===== src/rtl/axis_pkt_gen.sv =====
`default_nettype none
// ============================================================================
//  Module   : axis_pkt_gen
//  Function : AXI-stream style packet source. On an accepted start it emits
//             an incrementing byte pattern (seed, seed+1, ...) with tlast on
//             the final beat, honours m_tready backpressure, then idles for
//             GAP_CYCLES cycles before accepting another request.
//  Revision : 1.0  initial release
// ============================================================================
module axis_pkt_gen #(
  parameter int DATA_W     = 8,
  parameter int MAX_LEN    = 2048,
  parameter int GAP_CYCLES = 2
) (
  input  logic              clk,
  input  logic              reset_n,
  input  logic              start,
  input  logic [11:0]       pkt_len,
  input  logic [DATA_W-1:0] seed,
  output logic [DATA_W-1:0] m_tdata,
  output logic              m_tvalid,
  input  logic              m_tready,
  output logic              m_tlast,
  output logic              busy,
  output logic              done,
  output logic [15:0]       pkt_count
);

  // Gap counter only needs to reach GAP_CYCLES-1; keep at least one bit so
  // the design still elaborates when the gap is disabled.
  localparam int                 c_GAP_W    = (GAP_CYCLES > 1) ? $clog2(GAP_CYCLES) : 1;
  localparam logic [c_GAP_W-1:0] c_GAP_LAST = (GAP_CYCLES > 0) ? c_GAP_W'(GAP_CYCLES - 1) : '0;
  localparam logic [11:0]        c_MAX_LEN  = 12'(MAX_LEN);

  typedef enum logic [1:0] {
    S_IDLE = 2'd0,
    S_SEND = 2'd1,
    S_GAP  = 2'd2
  } state_t;

  state_t              r_state,     w_state_nxt;
  logic [11:0]         r_len,       w_len_nxt;
  logic [DATA_W-1:0]   r_seed,      w_seed_nxt;
  logic [11:0]         r_beat_cnt,  w_beat_cnt_nxt;
  logic [c_GAP_W-1:0]  r_gap_cnt,   w_gap_cnt_nxt;
  logic                r_done,      w_done_nxt;
  logic [15:0]         r_pkt_count, w_pkt_count_nxt;

  logic w_send;
  logic w_is_last;
  logic w_hs;

  // Output decode uses registered state only, so m_tvalid never follows m_tready.
  assign w_send    = (r_state == S_SEND);
  assign w_is_last = (r_beat_cnt == (r_len - 12'd1));
  assign w_hs      = w_send && m_tready;

  assign m_tvalid  = w_send;
  assign m_tdata   = w_send ? (r_seed + r_beat_cnt[DATA_W-1:0]) : '0;
  assign m_tlast   = w_send && w_is_last;
  assign busy      = (r_state != S_IDLE);
  assign done      = r_done;
  assign pkt_count = r_pkt_count;

  // Next-state and datapath update; everything holds unless a rule below fires.
  always_comb begin
    w_state_nxt     = r_state;
    w_len_nxt       = r_len;
    w_seed_nxt      = r_seed;
    w_beat_cnt_nxt  = r_beat_cnt;
    w_gap_cnt_nxt   = r_gap_cnt;
    w_done_nxt      = 1'b0;
    w_pkt_count_nxt = r_pkt_count;

    case (r_state)
      S_IDLE: begin
        // Zero-length requests are dropped silently.
        if (start && (pkt_len != 12'd0)) begin
          w_len_nxt      = (pkt_len > c_MAX_LEN) ? c_MAX_LEN : pkt_len;
          w_seed_nxt     = seed;
          w_beat_cnt_nxt = 12'd0;
          w_state_nxt    = S_SEND;
        end
      end
      S_SEND: begin
        if (w_hs) begin
          if (w_is_last) begin
            w_done_nxt      = 1'b1;
            w_pkt_count_nxt = r_pkt_count + 16'd1;
            w_gap_cnt_nxt   = '0;
            w_state_nxt     = (GAP_CYCLES == 0) ? S_IDLE : S_GAP;
          end else begin
            w_beat_cnt_nxt  = r_beat_cnt + 12'd1;
          end
        end
      end
      S_GAP: begin
        if (r_gap_cnt == c_GAP_LAST) begin
          w_state_nxt   = S_IDLE;
        end else begin
          w_gap_cnt_nxt = r_gap_cnt + 1'b1;
        end
      end
      default: begin
        w_state_nxt = S_IDLE;
      end
    endcase
  end

  // State register; asynchronous reset clears every output-driving register at once.
  always_ff @(posedge clk or negedge reset_n) begin
    if (!reset_n) begin
      r_state     <= S_IDLE;
      r_len       <= 12'd0;
      r_seed      <= '0;
      r_beat_cnt  <= 12'd0;
      r_gap_cnt   <= '0;
      r_done      <= 1'b0;
      r_pkt_count <= 16'd0;
    end else begin
      r_state     <= w_state_nxt;
      r_len       <= w_len_nxt;
      r_seed      <= w_seed_nxt;
      r_beat_cnt  <= w_beat_cnt_nxt;
      r_gap_cnt   <= w_gap_cnt_nxt;
      r_done      <= w_done_nxt;
      r_pkt_count <= w_pkt_count_nxt;
    end
  end

endmodule
`default_nettype wire


===== config.mk =====
export PLATFORM = sky130hd
export DESIGN_NAME = axis_pkt_gen
export DESIGN_NICKNAME = d
export VERILOG_FILES = /design/src/rtl/axis_pkt_gen.sv
export SDC_FILE = /design/constraint.sdc
export NUM_CORES = 1
export LEC_CHECK = 0
export CORE_ASPECT_RATIO = 1.5
export CORE_MARGIN = 2
export CORE_UTILIZATION = 60
export CTS_BUF_LIST = sky130_fd_sc_hd__clkbuf_2
export CTS_CLUSTER_DIAMETER = 150
export DETAILED_ROUTE_END_ITERATION = 12
export DONT_BUFFER_PORTS = 1
export PLACE_DENSITY_LB_ADDON = 0.2
export SYNTH_ARGS = -nofsm -noshare
export SYNTH_HDL_FRONTEND = slang
export SYNTH_SLANG_ARGS = --single-unit

===== constraint.sdc =====
create_clock -name clk -period 2.6 [get_ports clk]
set_clock_uncertainty 0.1 [all_clocks]
set_input_delay 0.39 -clock clk [delete_from_list [all_inputs] [get_ports clk]]
set_output_delay 0.39 -clock clk [all_outputs]
set_load 0.02 [all_outputs]

==> flow_summary.toml <==
[timing]
holdWs_ns = 0.0126
period_share = 1.13
hold_viol = 0
rsz0062_at_grt = "true"
fin_crit_ns = 2.93
slew_headroom = 0.551
worstMarginPinSlew_ns = 0.671
timing.final.ws_setup_ns = -0.332
maxSlewViolCount = 0
fmax_mhz = 341
finalSetupViolations = 10

[floorplanning]
dieHeight_um = 91.8
std_cell_rows = 32
core-area_mm2 = 0.00504
die_w_um = 62.6
die-area_mm2 = 0.00574
initial_core_util = 0.612
io_pins = 52

[pwr]
power_frac_comb = 0.607
power.density_mw_per_mm2 = 1000
internal_power_mw = 2.23
power_leakage_nw = 2.07
pwr-share-seq = 0.290
clock_power_share = 0.104
p_sw_mw = 1.90
peakVddDrop_uv = 666
switching_share = 0.460

[layout]
antenna_cells = 0
fin_util = 0.817
multi_input_area_mm2 = 0.00201
final_cells = 475
area_growth_syn_to_layout_pct = 33.6
register_area_mm2 = 0.00130
fin_nets = 441
fillerInstances = 323
drive_above_1_share = 0.258

[synth]
synth_commonest_cells = "nand2_1 (69), dfrtp_1 (52), nor2_1 (29), xor2_1 (22)"
yosys.area.top_type = "dfrtp_1"
yosysWarnings = 0
synth_top_cell_area_share = 0.422
synth-seq-area-share = 0.422
syn_nets = 379
ys_ff_latch = 52
synth.distinct_cells = 44
syn_area_per_cell_um2 = 8.97
synth.area.top_cells = "dfrtp_1 (42%), nand2_1 (8.4%), xor2_1 (6.2%)"
netlist_area_mm2 = 0.00309
syn_inst = 344
synth_ff_type = "dfrtp_1"
yosysMostFrequentCell = "nand2_1"
synth_edf_count = 0
synth_async_sr_flop_share = 1.00

[routing]
ant_nets = 0
wl_per_cell_um = 18.7
routed_wirelength_mm = 8.88
drt_pass1_iterations = 6
drc = 0
vias = 2915
viasPerCell = 6.14
drt_iter0_markers = 208

[job]
maxCapViolations = 0

[placed_design]
place.gp.congestion = 0.794
dp_cells = 425
dpl.hpwl_mm = 5.19
pre_cts_ws_ns = -0.0291
io_buffers = 0

[clocking]
cts_buffer_depth = 2
clkTransAtPathRegs_ns = 0.25
clk_latency_ns = 0.46
cts_buffers = 5
cts-root-buf = "clkbuf_2"
cts_tree = "yes"
cts.sinks = 52
htree_levels = 2

[hold_path]
hp-class = "in -> reg"

[grt]
grt_pass1_wl_mm = 13.4
gr-total-overflow = 0
antenna_found_initial = 0
grt_pass1_vias = 2864
grt_use_total = 0.291
grt_max_degree = 53

[critical_path]
critical_path_class = "reg -> out"
crit_path_end_kind = "primary output"
worst_ep_required_time_ns = 2.11
worstSetupStartpointType = "flip-flop"
cp_max_fo = 2
arrival_ns = 2.44

[outcome]
status = "finished, violations left"
failed_checks = "negative setup slack"
[layout by cell type, fill, tap and decap left out, types with 3 or more instances in the layout]
master and count:
a21o_1 4, a21oi_1 5, a21oi_2 5, a31o_2 3, and3_1 5, buf_4 33
buf_6 8, clkbuf_2 5, dfrtp_1 50, dlygate4sd3_1 23, ha_1 8, inv_1 8
mux2i_1 3, nand2_1 67, nand3_1 16, nand3b_1 11, nand4_1 7, nor2_1 23
nor2_2 4, nor3_1 3, nor3_4 6, nor4_1 3, nor4_2 3, nor4_4 6
o21ai_0 8, xnor2_1 17, xor2_1 22
[cell families after synthesis]
group,after synthesis,share of synthesized area
and+or+nand+nor,173,0.279
adders and majority gates,11,0.0470
DFF,52,0.422
buffers and inverters,22,0.0296
xor gates and xnor gates,40,0.114
muxes,4,0.0134
AOI/OAI and AO/OA,42,0.0957
[critical path: stages (launching register included)]
cell and delay, ns:
dfrtp_1 0.45, ha_2 0.20, fa_2 0.36, a21oi_2 0.16
o21bai_1 0.12, a21o_1 0.19, a21oi_2 0.14, xor2_1 0.16
nor2_1 0.06, buf_4 0.17
[routing by layer]
metal | GRT usage | wire length (um)
met1 | 0.336 | 3120
met2 | 0.525 | 4930
met3 | 0.0466 | 441
met4 | 0.131 | 377
met5 | 0 | 0
[flip-flops by register name (all words and copies together) (netlist names)]
signal and count:
done 1, r_state 2, r_beat_cnt 12, r_gap_cnt 1, r_seed 8, r_len 12
pkt_count 16
[power by group through the flow]
stage / combinational (mW) / sequential [mW] / clock, mW
6_report: 2.50 / 1.20 / 0.427
4_1_cts: 2.18 / 1.19 / 0.433
3_5_place_dp: 1.91 / 1.21 / 0
2_1_floorplan: 1.46 / 1.17 / 0
5_1_grt: 2.72 / 1.21 / 0.461
3_3_place_gp: 1.86 / 1.20 / 0
[timing repair]
action,in CTS,in global routing
gates resized for setup,25,50
pin swaps,10,35
buffers inserted,7,11
endpoints found under the setup margin,14,37
hold buffers,23,1
gates cloned,0,1
hold endpoints to repair,73,1
[final cells by class]
type                    instances  share of cell area
clock inverters                 3              0.0103
multi-input cells             270               0.488
repair buffers                 67               0.149
well taps                      68              0.0206
flip-flops and latches         52               0.316
inverters                      10             0.00911
clock buffers                   5             0.00607
[through the flow]
step / total power, mW / area, um^2 / setup TNS, ns
finish: 4.12 / 4120 / -1.34
CTS: 3.80 / 3780 / -1.30
global route: 4.39 / 4120 / -3.86
detailed placement: 3.12 / 3300 / -0.124
floorplan: 2.63 / 3090 / 0
global placement: 3.06 / 3300 / 0
[worst paths after layout]
check,startpoint,to,slack (ns),depth (start not counted)
max,r_seed[0],m_tdata[6],-0.33,9
min in group asynchronous,reset_n,r_beat_cnt[6],0.32,2
max in group asynchronous,reset_n,r_beat_cnt[2],1.83,2
max reg2reg,r_len[0],r_beat_cnt[10],-0.13,11
min reg2reg,r_gap_cnt,r_state[1],0.37,1
min,pkt_len[11],r_len[5],0.01,2
(Power assumes the default switching activity.)
